`config.mk`:
```
export PLATFORM = sky130hd
export DESIGN_NAME = accum_ctrl
export DESIGN_NICKNAME = d
export VERILOG_FILES = /design/src/rtl/accum_pkg.sv /design/src/rtl/accum_skew.sv /design/src/rtl/accum_ctrl.sv
export SDC_FILE = /design/constraint.sdc
export NUM_CORES = 1
export LEC_CHECK = 0
export ABC_AREA = 1
export ABC_CLOCK_PERIOD_IN_PS = 2300
export CELL_PAD_IN_SITES_DETAIL_PLACEMENT = 1
export CELL_PAD_IN_SITES_GLOBAL_PLACEMENT = 1
export CORE_ASPECT_RATIO = 0.75
export CORE_MARGIN = 2
export CORE_UTILIZATION = 33
export DETAILED_ROUTE_END_ITERATION = 10
export PLACE_DENSITY_LB_ADDON = 0.15
export SYNTH_ARGS = -nofsm -noshare
export SYNTH_HDL_FRONTEND = slang
export SYNTH_SLANG_ARGS = --single-unit
```
`constraint.sdc`:
```
create_clock -name clk -period 2.3 [get_ports clk]
set_input_delay 0.46 -clock clk [delete_from_list [all_inputs] [get_ports clk]]
set_output_delay 0.46 -clock clk [all_outputs]
set_load 0.01 [all_outputs]
```
`src/rtl/accum_pkg.sv`:
```
// Shared definitions for the accumulator controller.
// Parameter defaults, command encoding and FSM states.
package accum_pkg;

  localparam int DEF_MAX_OUT_ROWS = 128;
  localparam int DEF_MAX_OUT_COLS = 128;
  localparam int DEF_SYS_ARR_COLS = 16;

  typedef enum logic [1:0] {
    OP_CLEAR = 2'd0,
    OP_ACCUM = 2'd1,
    OP_DRAIN = 2'd2,
    OP_RSVD  = 2'd3
  } op_e;

  typedef enum logic [2:0] {
    S_IDLE,
    S_CLEAR,
    S_ACCUM,
    S_FLUSH,
    S_DRAIN,
    S_DONE
  } state_e;

endpackage

```
`src/rtl/accum_skew.sv`:
```
// Tapped shift register matching systolic column skew.
// taps[0] is the input, taps[i] the input delayed i cycles.
module accum_skew
  import accum_pkg::*;
#(
  parameter int DEPTH = 15,
  parameter int WIDTH = 11
) (
  input  logic                        clk,
  input  logic                        reset,
  input  logic [WIDTH-1:0]            d,
  output logic [DEPTH:0][WIDTH-1:0]   taps
);

  logic [DEPTH-1:0][WIDTH-1:0] sr;

  // Shift every cycle; reset flushes all stages.
  always_ff @(posedge clk) begin
    if (reset) begin
      sr <= '0;
    end else begin
      sr[0] <= d;
      for (int i = 1; i < DEPTH; i++) begin
        sr[i] <= sr[i-1];
      end
    end
  end

  assign taps = {sr, d};

endmodule

```
`src/rtl/accum_ctrl.sv`:
```
// Accumulator controller: clear, skewed accumulate, drain.
// Column 0 timing is generated here; other columns via accum_skew.
module accum_ctrl
  import accum_pkg::*;
#(
  parameter int MAX_OUT_ROWS   = DEF_MAX_OUT_ROWS,
  parameter int MAX_OUT_COLS   = DEF_MAX_OUT_COLS,
  parameter int SYS_ARR_COLS   = DEF_SYS_ARR_COLS,
  parameter int NUM_ACCUM_ROWS =
    MAX_OUT_ROWS * (MAX_OUT_COLS / SYS_ARR_COLS),
  parameter int ADDR_W = $clog2(NUM_ACCUM_ROWS),
  parameter int ROW_W  = $clog2(MAX_OUT_ROWS) + 1
) (
  input  logic                           clk,
  input  logic                           reset,
  input  logic                           start,
  input  logic [1:0]                     op,
  input  logic [ADDR_W-1:0]              base_addr,
  input  logic [ROW_W-1:0]               num_rows,
  input  logic                           sa_valid,
  input  logic                           drain_ready,
  output logic                           ready,
  output logic                           done,
  output logic                           accum_clear,
  output logic [SYS_ARR_COLS-1:0]        wr_en,
  output logic [SYS_ARR_COLS*ADDR_W-1:0] wr_addr,
  output logic                           rd_en,
  output logic [ADDR_W-1:0]              rd_addr,
  output logic                           out_valid,
  output logic [ROW_W-2:0]               out_row
);

  localparam int SKEW = SYS_ARR_COLS - 1;

  state_e              state_q, state_d;
  logic [ADDR_W-1:0]   base_q;
  logic [ROW_W-1:0]    rows_q;
  logic [ROW_W-1:0]    r_q, r_d;
  logic                wr0;
  logic [ADDR_W-1:0]   wa0;
  logic [SKEW:0][ADDR_W:0] taps;

  // State, row counter, latched command and read tag.
  always_ff @(posedge clk) begin
    if (reset) begin
      state_q   <= S_IDLE;
      r_q       <= '0;
      base_q    <= '0;
      rows_q    <= '0;
      out_valid <= 1'b0;
      out_row   <= '0;
    end else begin
      state_q   <= state_d;
      r_q       <= r_d;
      out_valid <= rd_en;
      if (rd_en) out_row <= r_q[ROW_W-2:0];
      if (start && state_q == S_IDLE) begin
        base_q <= base_addr;
        rows_q <= num_rows;
      end
    end
  end

  // Next state, counter and column-0 / read strobes.
  always_comb begin
    state_d     = state_q;
    r_d         = r_q;
    ready       = 1'b0;
    done        = 1'b0;
    accum_clear = 1'b0;
    wr0         = 1'b0;
    wa0         = '0;
    rd_en       = 1'b0;
    rd_addr     = '0;
    unique case (state_q)
      S_IDLE: begin
        ready = 1'b1;
        r_d   = '0;
        if (start) begin
          unique case (op_e'(op))
            OP_CLEAR: state_d = S_CLEAR;
            OP_ACCUM: state_d =
              (num_rows == '0) ? S_DONE : S_ACCUM;
            OP_DRAIN: state_d =
              (num_rows == '0) ? S_DONE : S_DRAIN;
            default:  state_d = S_DONE;
          endcase
        end
      end
      S_CLEAR: begin
        accum_clear = 1'b1;
        state_d     = S_DONE;
      end
      S_ACCUM: begin
        if (sa_valid && r_q < rows_q) begin
          wr0 = 1'b1;
          wa0 = base_q + ADDR_W'(r_q);
          r_d = r_q + 1'b1;
          if (r_q + 1'b1 == rows_q) begin
            r_d     = '0;
            state_d = S_FLUSH;
          end
        end
      end
      S_FLUSH: begin
        r_d = r_q + 1'b1;
        if (r_q == ROW_W'(SKEW - 1)) begin
          r_d     = '0;
          state_d = S_DONE;
        end
      end
      S_DRAIN: begin
        if (drain_ready && r_q < rows_q) begin
          rd_en   = 1'b1;
          rd_addr = base_q + ADDR_W'(r_q);
          r_d     = r_q + 1'b1;
          if (r_q + 1'b1 == rows_q) state_d = S_DONE;
        end
      end
      S_DONE: begin
        done    = 1'b1;
        state_d = S_IDLE;
      end
      default: state_d = S_IDLE;
    endcase
  end

  accum_skew #(
    .DEPTH (SKEW),
    .WIDTH (ADDR_W + 1)
  ) u_skew (
    .clk   (clk),
    .reset (reset),
    .d     ({wr0, wa0}),
    .taps  (taps)
  );

  for (genvar c = 0; c < SYS_ARR_COLS; c++) begin : g_col
    assign wr_en[c] = taps[c][ADDR_W];
    assign wr_addr[c*ADDR_W +: ADDR_W] = taps[c][ADDR_W-1:0];
  end

endmodule

```
# == Word-level counts from Yosys, hierarchy flattened ==
# Index checks and enable logic that the tools add are counted.
# word_totals
elab_cells,74
input_bits,25
regBits,202
# classes
addsub,2
eq_ne,15
n_reduce_logical,9
muxes,26
n_lt_le_gt_ge,1
# ops
operator,n
$mux W10,4
$mux W8,4
$pmux W8 S4,1
$mux W3,7
$pmux W3 S5,1
$ne A2 B2 Y1 const B,6
$add A10 B8 Y10,1
$pmux W3 S3,1
$add A8 B1 Y8 const B,1
$eq A8 B4 Y1 const B,1
$eq A8 B8 Y1,1
$logic_not A8 Y1,1
$lt A8 B8 Y1,1
$mux W1,8
$eq A3 B2 Y1 const B,2
$eq A3 B3 Y1 const B,2
$reduce_and A6 Y1,1
$reduce_bool A4 Y1,1
$eq A3 B1 Y1 const B,1
$logic_and A1 B1 Y1,3
$logic_not A3 Y1,1
$reduce_and A3 Y1,1
$eq A2 B1 Y1 const B,1
$eq A2 B2 Y1 const B,1
$logic_not A2 Y1,1

# == Logic depth before layout (Yosys ltp) ==
# Gate-level depths: netlist (run 1).
# depth
depth_word,5
ltp_mapped,15
mapped_depth_nobuf,15

# == Cells and area by module ==
# From an unflattened synthesis (run 1), not the netlist that was laid out.
# unflattened
hier_cells,963
area_unflattened_um2,7586.0
# by_module_without_submodules
mod,instances,cells_each,seq_area_each_um2,area_each_um2
accum_skew,1,524,3303.2,4817.1
accum_ctrl,1,439,740.7,2768.9

# == Least setup slack after synthesis (run 1) ==
# Ideal clock, no wire load.
# synth_path
kind,register to output
start,register r_q[0]
end,output rd_addr[6]
path_slack_ps,61
arrival_time_ps,1779
stages_incl_launch_ff,12
path_buffers,0
cell_sequence,dfxtp_1 -> ha_1 -> inv_1 -> fa_1 -> nor2_1 -> o21ai_0 -> nand2_1 -> a21oi_1 -> nor2_1 -> nor2_1 -> xor2_1 -> nor2_1
# synth_via
elab_chain_len,4
# synth_lines
element,line_no,source
start: declaration,accum_ctrl.sv:38,"logic [ROW_W-1:0] r_q, r_d;"
start signal: assignment,accum_ctrl.sv:54,r_q <= r_d;
$lt A8 B8 Y1,accum_ctrl.sv:113,if (drain_ready && r_q < rows_q) begin
$logic_and A1 B1 Y1,accum_ctrl.sv:113,
$mux W10 (*),accum_ctrl.sv:113,
$mux W10 (*),accum_ctrl.sv:75,unique case (state_q)
end: declaration,accum_ctrl.sv:28,"output logic [ADDR_W-1:0] rd_addr,"
# Mark *: on every way between the ends. The rest lies on a longest branch, timed or not.

# == Final worst setup path (run 1) ==
# layout_path
start,register r_q[7]
end,output wr_addr[8]
# layout_via
elab_chain_len,4
# layout_lines
element,line_no,source
$lt A8 B8 Y1,accum_ctrl.sv:95,if (sa_valid && r_q < rows_q) begin
$logic_and A1 B1 Y1,accum_ctrl.sv:95,
$mux W10 (*),accum_ctrl.sv:95,
$mux W10 (*),accum_ctrl.sv:75,
end: declaration,accum_ctrl.sv:26,"output logic [SYS_ARR_COLS*ADDR_W-1:0] wr_addr,"
# Marks and branches as above.

==> results of run 1 <==
==> how the worst min path moves through the flow <==
stage / depth (start not counted) / endpoint / slack (ns)
2_1_floorplan: 2 / base_q[0]$_SDFFE_PP0P_ / 0.44
3_3_place_gp: 2 / u_skew.taps[100]$_SDFF_PP0_ / 0.41
3_5_place_dp: 2 / u_skew.taps[73]$_SDFF_PP0_ / 0.41
4_1_cts: 2 / u_skew.taps[34]$_SDFF_PP0_ / 0.31
5_1_grt: 2 / u_skew.taps[85]$_SDFF_PP0_ / 0.32
6_report: 2 / u_skew.taps[96]$_SDFF_PP0_ / 0.32
==> cells by family after synthesis <==
family	count (synthesis)	share of synthesized area
simple gates	367	0.2103
buf+inv	246	0.1299
flops	202	0.5568
compound gates	83	0.06081
fa+ha+maj	19	0.03376
xor+xnor	7	0.008441
==> registers in the layout, summed over array words and instances, names as in the netlist <==
name / cells
u_skew.taps: 165
base_q: 10
r_q: 8
rows_q: 8
out_row: 7
state_q: 3
out_valid: 1
==> power groups by stage <==
stage	Combinational (uW)	Sequential [uW]	Clock, uW
global placement	2540	3880	0
global route	3380	3860	3540
floorplan	1340	3890	0
CTS	2870	3840	3370
detailed placement	2600	3880	0
finish	3080	3850	3270
==> metal layers <==
| metal | part of all wire | GRT usage | vias to the layer above | routed length, um |
|---|---|---|---|---|
| met5 | 0 | 0 | - | 0 |
| met3 | 0.095 | 0.07098 | 28 | 2307 |
| li1 | - | - | 3340 | - |
| met4 | 0.014 | 0.04028 | 0 | 330 |
| met2 | 0.42 | 0.3220 | 193 | 10310 |
| met1 | 0.47 | 0.2830 | 3120 | 11430 |
==> synthesized netlist by cell type, drive strengths merged <==
cell type | count | area share
o221ai | 2 | 0.0024
clkbuf | 23 | 0.012
nand3 | 55 | 0.040
buf | 6 | 0.0057
nor2 | 225 | 0.12
nand3b | 4 | 0.0041
o21ai | 28 | 0.020
inv | 217 | 0.11
nor3 | 5 | 0.0055
nand4 | 3 | 0.0026
a31oi | 1 | 0.00086
nor4 | 1 | 0.00086
nand2 | 74 | 0.039
o311ai | 1 | 0.0012
ha | 18 | 0.031
a21o | 1 | 0.0010
dfxtp | 202 | 0.56
xor2 | 6 | 0.0072
xnor2 | 1 | 0.0012
o31ai | 2 | 0.0021
a21oi | 47 | 0.032
fa | 1 | 0.0028
o21a | 1 | 0.0010
==> metrics by stage <==
step | cells | TNS, ns | power (uW) | util | cell area [sq um]
final | 1521 | -8.078 | 10190 | 0.5267 | 11250
after global routing | 1521 | -11.08 | 10780 | 0.5267 | 11250
after CTS | 1517 | -9.282 | 10080 | 0.5190 | 11080
after detailed placement | 1468 | -7.489 | 6483 | 0.4773 | 10190
after global placement | 1468 | -6.455 | 6422 | 0.4773 | 10190
after floorplan | 924 | 0 | 5228 | - | 7263
==> area by class of cell <==
type / instances / area (sq um) / share of cell area
clock buffer: 31 / 633.1 / 0.05629
clock inverter: 6 / 33.78 / 0.003004
inverter: 217 / 819.5 / 0.07287
multi-input combinational: 476 / 2616 / 0.2326
sequential: 202 / 4056 / 0.3607
tap: 288 / 360.3 / 0.03204
timing repair buffer: 301 / 2728 / 0.2425
==> what timing repair did <==
action,4_1_cts,5_1_grt
setup buffers,11,4
pin swaps,21,21
cloned,1,0
setup endpoints to repair,27,34
hold buffers,0,0
gates resized for setup,138,44
==> out/metrics.cfg, run 1 <==
[setup_path]
r2r_start = r_q[0]$_SDFFE_PP0P_
max_stage_delay_ns = 0.35
r2r-end = state_q[1]$_SDFFE_PP0P_
r2r_slack_ns = 0.12
worstRegToRegCells = 17
cp_cell_sequence = ha_1 -> inv_1 -> nor4_1 -> nand2_1 -> o311ai_2 -> xor2_1 -> buf_4 -> nor2_1 -> buf_2
worstSetupPathType = reg -> out
critPathMaxFanout = 4
crit_path_end_kind = primary output
required_ns = 1.84
crit_slowest_cell = dfxtp_2
cp-endpoint = wr_addr[8]
cp.depth = 9
path_delay_family = simple AND/OR/NAND/NOR gates
cp_data_arrival_time_ns = 2.37
critPathLaunch = r_q[7]$_SDFFE_PP0P_
critical_path_buf_inv_count = 3
start_kind = flip-flop

[timing]
finalMaxSlewViolations = 0
hold_slack_ns = 0.3181
fin_crit_sh = 1.231
finalCriticalPeriod_ns = 2.832
layout_setup_ws_ns = -0.5320
timing.fmax_ghz = 0.3531
hold_viol = 0
setup_viol = 22
maxSlewHeadroom = 0.5457
clock-skew-final_ns = 0.009221
worst_pin_slew_ns = 0.6814
rsz0062_at_grt = yes

[floorplan]
row_count = 46
initial_core_util = 0.3402
die_h_um = 132.5
dieArea_sq_um = 23220
fp.dieW_um = 175.3
ios = 223
core_sq_um = 21350

[power_and_ir_drop]
ir_drop_uv = 485.6
p_per_area_nw_per_um2 = 906.4
p_int_uw = 6901
p_sw_uw = 3293
power.share.sequential = 0.377
netSwitchingFraction = 0.3230
power_frac_clock = 0.321
p_comb_frac = 0.302
p_leak_uw = 0.004556

[clocking]
clk_pin_slew_ns = 0.06
cts_root_buffer = clkbuf_16
clk_path_buf_depth = 3
cts_made_buffers = 21
clkLatencyLatePin_ns = 0.49
numClockSinks = 202
htree_levels = 1
cts_tree = yes

[place]
place_ws_ns = -0.5276
dp_hpwl_mm = 18.34
gp_congestion = 0.8209
io_buffers = 222

[route]
avgViaCountPerCell = 4.393
final_antenna_net_count = 0
vias = 6681
drc = 0
route.final.wire_length_mm = 24.38
avgRoutedWirePerCell_um = 16.03
drt_iter0_drc = 356
firstDrtPassIters = 6

[global_routing]
grt_usage = 0.2080
grt_pass1_vias = 6810
antenna_found_initial = 0
grt_pass1_wl_mm = 37.97
grt_max_degree = 70
grt-ovfl-total = 0

[synth]
syn_area_sq_um = 7263
synth_fp_nets = 968
synth_seq_cells = 202
synth_cells = 924
synth.distinct_cells = 33
synth.avg_cell_area_sq_um = 7.861
ys_seq_area_frac = 0.5568
yosysWarnings = 0

[cells_and_area]
layout.cells.most_common = inv_1
syn_to_final_growth_pct = 54.85
diodes = 0
drive_gt1_frac = 0.1776
fillers = 2533
layout_common_cells = inv_1 (208), nor2_1 (206), clkdlybuf4s50_1 (196), dfxtp_1 (192), buf_4 (75)
nets = 1263

[outcome]
failed_checks = negative setup slack
outcome = complete, but fails checks

[flow_run]
drv_cap = 0

[min_path]
hold_class = in -> reg
hold_path_startpoint = reset

Note: power is estimated with default switching activity, not from simulation.
==> inputs of run 2 (changes only) <==
- ABC_CLOCK_PERIOD_IN_PS: 2300 -> default
- CORE_MARGIN: 2 -> 5
==> out/metrics.cfg, run 2 (synthesized netlist as in run 1, its figures left out) <==
[clocking]
clk_pin_slew_ns = 0.07
cts_tree = yes
cts_made_buffers = 21
postCtsHoldBufs = 0
clkLatencyLatePin_ns = 0.48
htree_levels = 1
clk_path_buf_depth = 3
numClockSinks = 202
cts_root_buffer = clkbuf_16

[setup_path]
cp_cell_sequence = ha_4 -> inv_2 -> fa_2 -> nor2_1 -> o21ai_1 -> nand2_2 -> nand2_1 -> o311ai_2 -> xor2_1 -> buf_4 -> nor2_1 -> buf_2
path_delay_family = adder cells
worstSetupPathType = reg -> out
crit_path_end_kind = primary output
r2r_slack_ns = -0.04
r2r-end = u_skew.taps[19]$_SDFF_PP0_
start_kind = flip-flop
max_stage_delay_ns = 0.36
required_ns = 1.84
worstRegToRegCells = 16
crit_slowest_cell = dfxtp_2
critPathLaunch = r_q[0]$_SDFFE_PP0P_
r2r_start = r_q[0]$_SDFFE_PP0P_
cp.depth = 12
critical_path_buf_inv_count = 3
critPathMaxFanout = 3
critical_path.most_common_cell = nor2_1
cp_data_arrival_time_ns = 2.39

[route]
drt_iter0_drc = 272
firstDrtPassIters = 4
final_antenna_net_count = 0
route.final.wire_length_mm = 25.01
vias = 6803
avgRoutedWirePerCell_um = 16.30
drc = 0
avgViaCountPerCell = 4.435

[outcome]
outcome = complete, but fails checks
failed_checks = negative setup slack

[cells_and_area]
syn_to_final_growth_pct = 60.34
layoutNonFillerInstCount = 1534
largest_reg_flops = 165
layout_common_cells = inv_1 (203), nor2_1 (199), clkdlybuf4s50_1 (196), dfxtp_1 (189), buf_4 (74)
utilization = 0.5324
stdcell_area_sq_um = 11650
nets = 1275
diodes = 0
layout.cells.most_common = inv_1
drive_gt1_frac = 0.1984

[timing]
layout_setup_ws_ns = -0.5524
hold_slack_ns = 0.2016
rsz0062_at_grt = yes
finalCriticalPeriod_ns = 2.852
setup_viol = 27
finalMaxSlewViolations = 0
timing.fmax_ghz = 0.3506
hold_viol = 0
maxSlewHeadroom = 0.4934
worst_pin_slew_ns = 0.7599
fin_crit_sh = 1.240
clock-skew-final_ns = 0.007249

[min_path]
min_to = u_skew.taps[21]$_SDFF_PP0_
hold_path_startpoint = reset
hold_class = in -> reg
worst_hold_path.num_cells = 2

[floorplan]
initial_core_util = 0.3320
fp.dieW_um = 181.3
core_sq_um = 21880
dieArea_sq_um = 25110
die_h_um = 138.5
ios = 223
row_count = 47

[power_and_ir_drop]
p_leak_uw = 0.004643
p_per_area_nw_per_um2 = 904.7
ir_drop_uv = 489.3

[place]
placed_area_sq_um = 10220
io_buffers = 222
gp_congestion = 0.8627
dp_hpwl_mm = 17.91
place_ws_ns = -0.5164
dp_cells = 1475

[global_routing]
grt_pass1_wl_mm = 38.08
antenna_found_initial = 0
grt_pass1_vias = 7006
grt_usage = 0.1871
grt-ovfl-total = 0
grt_max_degree = 101

[flow_run]
drv_cap = 0

[run 2: cell type report]
cell class	count	area, sq um
clock buffers	25	560.5
clock inverters	7	112.6
fillers	2577	10230
inverters	217	827.0
multi-input cells	476	2763
flip-flops and latches	202	4070
well taps	294	367.9
repair buffers	311	2927
repair inverters	2	18.77
[run 2: timing repair]
action                                  CTS  global route
cloned                                    1             2
buffers inserted                         20            12
endpoints found under the setup margin   25            34
gates resized for setup                 182            69
pin swaps                                20            34
[run 2: worst max-delay path by stage]
stage / endpoint / slack, ns
after floorplan: rd_addr[6] / 0.06
after global placement: wr_addr[6] / -0.45
after detailed placement: rd_addr[6] / -0.52
after CTS: rd_addr[6] / -0.53
after global routing: wr_addr[8] / -0.66
final: rd_addr[8] / -0.55
[run 2: report_power, final]
part / internal (uW) / total [uW] / switching [uW]
Combinational: 1440 / 3270 / 1840
Sequential: 3700 / 3880 / 177
Clock: 2050 / 3390 / 1330
Total: 7190 / 10500 / 3350
[run 2: metal layers]
layer / global-route usage / wire [um]
met1: 0.2362 / 10720
met2: 0.3080 / 11430
met3: 0.06670 / 2269
met4: 0.04540 / 590
met5: 0 / 0
[run 2: worst register-to-register path, cell delays in order, from the launching register on]
cell and delay, ns:
dfxtp_2 0.34, buf_6 0.12, inv_4 0.05, ha_4 0.11, inv_2 0.03, a21oi_2 0.14
o21ai_1 0.09, nand2_1 0.13, nand3_2 0.12, nor2_4 0.17, buf_6 0.15, inv_8 0.05
buf_4 0.12, buf_4 0.13, nor2_4 0.19, clkinvlp_4 0.20, nor2_1 0.13
[run 2: metrics by stage]
step / power [uW] / TNS [ns]
2_1_floorplan: 5228 / 0
3_3_place_gp: 6441 / -6.786
3_5_place_dp: 6484 / -8.231
4_1_cts: 10290 / -8.512
5_1_grt: 11130 / -12.37
6_report: 10540 / -8.460
